## config.mk

```make
export PLATFORM = sky130hd
export DESIGN_NAME = step_pulse_gen
export DESIGN_NICKNAME = d
export VERILOG_FILES = /design/src/rtl/step_pulse_gen_pkg.sv /design/src/rtl/step_pulse_gen_key_debounce.sv /design/src/rtl/step_pulse_gen.sv
export SDC_FILE = /design/constraint.sdc
export NUM_CORES = 1
export LEC_CHECK = 0
export BUFFER_PORTS_ARGS = -buffer_cell sky130_fd_sc_hd__buf_2
export CAP_MARGIN = 20
export CORE_ASPECT_RATIO = 1.1
export CORE_UTILIZATION = 45
export DETAILED_ROUTE_END_ITERATION = 10
export SYNTH_ARGS = -nofsm -noshare
export SYNTH_HDL_FRONTEND = slang
export SYNTH_SLANG_ARGS = --single-unit
```

## constraint.sdc

```tcl
create_clock -name Clock -period 7.16 [get_ports Clock]
set_input_delay 0.358 -clock Clock [delete_from_list [all_inputs] [get_ports Clock]]
set_output_delay 0.358 -clock Clock [all_outputs]
set_load 0.05 [all_outputs]
```

## src/rtl/step_pulse_gen_pkg.sv

```systemverilog
// Shared types and constants for the step pulse generator.
package step_pkg;

  typedef enum logic [1:0] {
    S_IDLE,
    S_HOLD,
    S_REPEAT,
    S_RUN
  } step_state_t;

  // Defaults for a 50 MHz system clock.
  localparam int unsigned DefDebounceCycles = 500_000;
  localparam int unsigned DefHoldCycles     = 25_000_000;
  localparam int unsigned DefRepeatCycles   = 5_000_000;
  localparam int unsigned DefRunPeriod      = 12_500_000;
  localparam int unsigned DefCntW           = 16;

  // Reduced values so simulation reaches every timer boundary quickly.
  localparam int unsigned SimDebounceCycles = 4;
  localparam int unsigned SimHoldCycles     = 10;
  localparam int unsigned SimRepeatCycles   = 3;
  localparam int unsigned SimRunPeriod      = 5;
  localparam int unsigned SimCntW           = 4;

  function automatic int unsigned max_of(input int unsigned a, input int unsigned b);
    return (a > b) ? a : b;
  endfunction

endpackage

```

## src/rtl/step_pulse_gen_key_debounce.sv

```systemverilog
// Debounces the synchronized key level; flags the cycle on which the accepted level changes.
module key_debounce
  import step_pkg::*;
#(
  parameter int unsigned DEBOUNCE_CYCLES = DefDebounceCycles
) (
  input  logic clk,
  input  logic rst,
  input  logic key_level,
  output logic key_pressed,
  output logic key_rise,
  output logic key_fall
);

  localparam int unsigned CntW = $clog2(DEBOUNCE_CYCLES) + 1;

  logic [CntW-1:0] cnt_q, cnt_d, cnt_inc;
  logic            pressed_q, pressed_d;
  logic            toggle;

  assign cnt_inc = cnt_q + CntW'(1);

  // Count consecutive disagreeing samples; accept the new level when the count reaches the limit.
  always_comb begin
    cnt_d     = '0;
    pressed_d = pressed_q;
    toggle    = 1'b0;
    if (key_level != pressed_q) begin
      if (cnt_inc == CntW'(DEBOUNCE_CYCLES)) begin
        toggle    = 1'b1;
        pressed_d = ~pressed_q;
      end else begin
        cnt_d = cnt_inc;
      end
    end
  end

  // Counter and accepted level registers.
  always_ff @(posedge clk) begin
    if (rst) begin
      cnt_q     <= '0;
      pressed_q <= 1'b0;
    end else begin
      cnt_q     <= cnt_d;
      pressed_q <= pressed_d;
    end
  end

  // Edge strobes are combinational so the FSM can act on the same edge the level is accepted.
  assign key_pressed = pressed_q;
  assign key_rise    = toggle & ~pressed_q;
  assign key_fall    = toggle & pressed_q;

endmodule

```

## src/rtl/step_pulse_gen.sv

```systemverilog
// Single-cycle step pulse generator: manual press, hold-to-repeat, run mode, halt, step counter.
module step_pulse_gen
  import step_pkg::*;
#(
  parameter int unsigned DEBOUNCE_CYCLES = DefDebounceCycles,
  parameter int unsigned HOLD_CYCLES     = DefHoldCycles,
  parameter int unsigned REPEAT_CYCLES   = DefRepeatCycles,
  parameter int unsigned RUN_PERIOD      = DefRunPeriod,
  parameter int unsigned CNT_W           = DefCntW
) (
  input  logic             Clock,
  input  logic             Reset,
  input  logic             KeyLevel,
  input  logic             RunEn,
  input  logic             Halt,
  output logic             Step,
  output logic             KeyPressed,
  output logic             Running,
  output logic [CNT_W-1:0] StepCount
);

  localparam int unsigned TimerW =
      $clog2(max_of(max_of(DEBOUNCE_CYCLES, HOLD_CYCLES), max_of(REPEAT_CYCLES, RUN_PERIOD))) + 1;

  step_state_t       state_q, state_d;
  logic [TimerW-1:0] timer_q, timer_d, timer_inc;
  logic              step_q, step_d;
  logic              running_q;
  logic [CNT_W-1:0]  count_q;
  logic              key_rise, key_fall;

  key_debounce #(
    .DEBOUNCE_CYCLES (DEBOUNCE_CYCLES)
  ) u_key_debounce (
    .clk         (Clock),
    .rst         (Reset),
    .key_level   (KeyLevel),
    .key_pressed (KeyPressed),
    .key_rise    (key_rise),
    .key_fall    (key_fall)
  );

  assign timer_inc = timer_q + TimerW'(1);

  // Next state, shared interval timer and step request.
  always_comb begin
    state_d = state_q;
    timer_d = timer_q;
    step_d  = 1'b0;
    unique case (state_q)
      S_IDLE: begin
        if (RunEn) begin
          state_d = S_RUN;
          timer_d = '0;
        end else if (key_rise) begin
          step_d  = ~Halt;
          state_d = S_HOLD;
          timer_d = '0;
        end
      end
      S_HOLD: begin
        if (RunEn) begin
          state_d = S_RUN;
          timer_d = '0;
        end else if (key_fall) begin
          state_d = S_IDLE;
          timer_d = '0;
        end else if (timer_inc == TimerW'(HOLD_CYCLES)) begin
          step_d  = ~Halt;
          state_d = S_REPEAT;
          timer_d = '0;
        end else begin
          timer_d = timer_inc;
        end
      end
      S_REPEAT: begin
        if (RunEn) begin
          state_d = S_RUN;
          timer_d = '0;
        end else if (key_fall) begin
          state_d = S_IDLE;
          timer_d = '0;
        end else if (timer_inc == TimerW'(REPEAT_CYCLES)) begin
          step_d  = ~Halt;
          timer_d = '0;
        end else begin
          timer_d = timer_inc;
        end
      end
      S_RUN: begin
        if (!RunEn) begin
          state_d = S_IDLE;
          timer_d = '0;
        end else if (!Halt) begin
          // Halt freezes the run timer rather than clearing it.
          if (timer_inc == TimerW'(RUN_PERIOD)) begin
            step_d  = 1'b1;
            timer_d = '0;
          end else begin
            timer_d = timer_inc;
          end
        end
      end
      default: begin
        state_d = S_IDLE;
        timer_d = '0;
      end
    endcase
  end

  // State, timer and registered outputs; the counter advances with each issued step.
  always_ff @(posedge Clock) begin
    if (Reset) begin
      state_q   <= S_IDLE;
      timer_q   <= '0;
      step_q    <= 1'b0;
      running_q <= 1'b0;
      count_q   <= '0;
    end else begin
      state_q   <= state_d;
      timer_q   <= timer_d;
      step_q    <= step_d;
      running_q <= RunEn & ~Halt;
      if (step_d) begin
        count_q <= count_q + CNT_W'(1);
      end
    end
  end

  assign Step      = step_q;
  assign Running   = running_q;
  assign StepCount = count_q;

endmodule
```

==> flow_metrics.tcl <==
set metrics [dict create \
    path_clk_slew_ps 80 \
    tightest_slew_ps 785 \
    fin_setup_tns_ps 0 \
    grt_max_degree 39 \
    multi_input_area_sq_um 2770 \
    post-cts-setup-buffers 0 \
    period_share_pct 62.7 \
    fmax_mhz 223 \
    wl_um 10600 \
    synth_area_sq_um 4280 \
    track_usage_pct 22.6 \
    synthDistinctLibCells 70 \
    cts_max_path_buffers 2 \
    ant_nets 0 \
    power.leakage_nw 1.62 \
    rows 36 \
    dp.final_hpwl_um 7280 \
    grt_pass1_wl_um 17800 \
    dieHeight_um 104 \
    ff_latch_area_sq_um 1340 \
    finalClockSkew_ps 14.5 \
    synth_flop_cell "dfxtp_1" \
    die_x_um 95.0 \
    path_class "flop to flop" \
    vias_per_cell 5.92 \
    hold_viol 0 \
    cap_viol_max_count 0 \
    power_density_nw_per_um2 157 \
    antennaDiodeCount 0 \
    drt-pass1-iter-count 5 \
    syn_to_final_growth_pct 8.53 \
    drc_errors 0 \
    end_kind "flop" \
    final_common_cell "dfxtp_1" \
    yosysSeqAreaShare_pct 31.3 \
    cts_tree "built" \
    crit_fanout 18 \
    netlist_top_cells_area "dfxtp_1 (31%), nand2_1 (5.4%), nor2_1 (5.1%)" \
    place_inst 664 \
    slew-limit-headroom_pct 46.3 \
    total_power_w 0.000732 \
    die_area_sq_um 9910 \
    nFillCells 916 \
    overflow 0 \
    dp_worst_setup_slack_ps 2740 \
    cts-buffers-inserted 9 \
    fin_crit_ps 4490 \
    initial_core_util_pct 47.3 \
    syn-num-nets 562 \
    final_cell_mix "dfxtp_1 (67), nand2_1 (62), nor2_1 (58)" \
    synth_seq_cells 67 \
    antenna_found_initial 0 \
    wire_per_inst_um 15.6 \
    yosysTopAreaCell "dfxtp_1" \
    fin_ws_ps 2670 \
    insertion_delay_ps 340 \
    status "finished, final reports clean" \
    rsz0062_at_grt "no" \
    drive_gt1_share_pct 13.1 \
    io_buffers 23 \
    grt_pass1_vias 3724 \
    start_kind "flop" \
    slew_viol_final 0 \
    hold_class "primary input to flop" \
    async_flop_share_pct 0 \
    synth_area_per_cell_sq_um 7.74 \
    critical_path_required_ps 7380 \
    cts-root-buf "clkbuf_8" \
    cts_resized 0 \
    vias 4026 \
    cts.sinks 67 \
    cts_hold_buf 0 \
    ioPinCount 24 \
    synth-edff-count 0 \
    setup_viol 0 \
    gp_congestion 0.920 \
    layout.cells.non_filler 680 \
    netlist.area_leader.share_pct 31.3 \
    cp.arrival_ps 4710 \
    drtIter0Drc 154 \
    ys_warn_count 0 \
    fin_util_pct 51.3 \
    layout.nets 570 \
    core_sq_um 9050 \
    peakVddDrop_mv 0.0830 \
    synth_cells 553 \
    h-tree-depth 3 \
]
routing by layer:
metal	vias to the layer above	GRT usage (%)	routed length, um
met5	-	0	0
met4	0	8.66	208
met3	21	3.07	464
met2	90	38.1	5200
met1	1894	28.7	4750
li1	2021	-	-
through the flow:
step | hold slack [ps] | area (sq um)
after CTS | 252 | 4650
after global placement | 470 | 4450
after global routing | 264 | 4650
after floorplan | 435 | 4280
final | 270 | 4650
after detailed placement | 481 | 4450
cell usage after synthesis (16+ instances only):
library cell,n
a21oi_1,21
clkbuf_1,18
dfxtp_1,67
nand2_1,62
nand3_1,29
nand4_1,16
nor2_1,58
nor2b_1,18
nor3_1,21
o21ai_0,24
xnor2_1,19
power by group:
group	internal (W)	total (W)	switching (W)
clock	0.000169	0.000320	0.000151
sequential	0.000375	0.000379	0.00000415
combinational	0.00000893	0.0000327	0.0000237
total	0.000553	0.000732	0.000179
state kept, by name (all words and copies together) (netlist names):
| signal | cells |
|---|---|
| StepCount | 16 |
| timer_q | 26 |
| u_key_debounce.cnt_q | 20 |
| Running | 1 |
| state_q | 2 |
| u_key_debounce.key_pressed | 1 |
| Step | 1 |
path summary, 6_finish.rpt:
path,startpoint,depth (start not counted),slack [ps],end
worst min-delay path,Halt,2,270,Running$_SDFF_PP0_
worst min register to register,timer_q[24]$_SDFFE_PP0P_,2,490,timer_q[24]$_SDFFE_PP0P_
worst max register to register,timer_q[0]$_SDFFE_PP0P_,10,2670,StepCount[2]$_SDFFE_PP0P_
worst max-delay path,timer_q[0]$_SDFFE_PP0P_,10,2670,StepCount[2]$_SDFFE_PP0P_
logic make-up (layout without fill, tap and decap cells):
group           Yosys count  in the layout  share of synthesized area [%]
xor+xnor                 34             34                           6.96
simple gates            280            280                           34.5
flops                    67             67                           31.3
compound gates          109            109                           17.7
mux                      15             15                           3.92
buf+inv                  44             57                           4.35
fa+ha+maj                 4              4                           1.17
layout make-up:
class / instances / area share [%]
multi-input cells: 442 / 59.6
flip-flops and latches: 67 / 28.9
repair buffers: 28 / 3.28
well taps: 114 / 3.07
clock buffers: 11 / 3.04
clock inverters: 5 / 1.13
inverters: 13 / 1.05
worst max-delay path, cell delays in order (launching register included):
cell	delay (ps)
dfxtp_1	470
ha_1	420
nand4_1	470
or3_1	510
a21oi_1	230
nand4_1	120
or4_1	540
nor4_1	550
o2111ai_4	380
a21boi_0	320
mux2_2	350
Note: power is estimated with default switching activity, not from simulation.
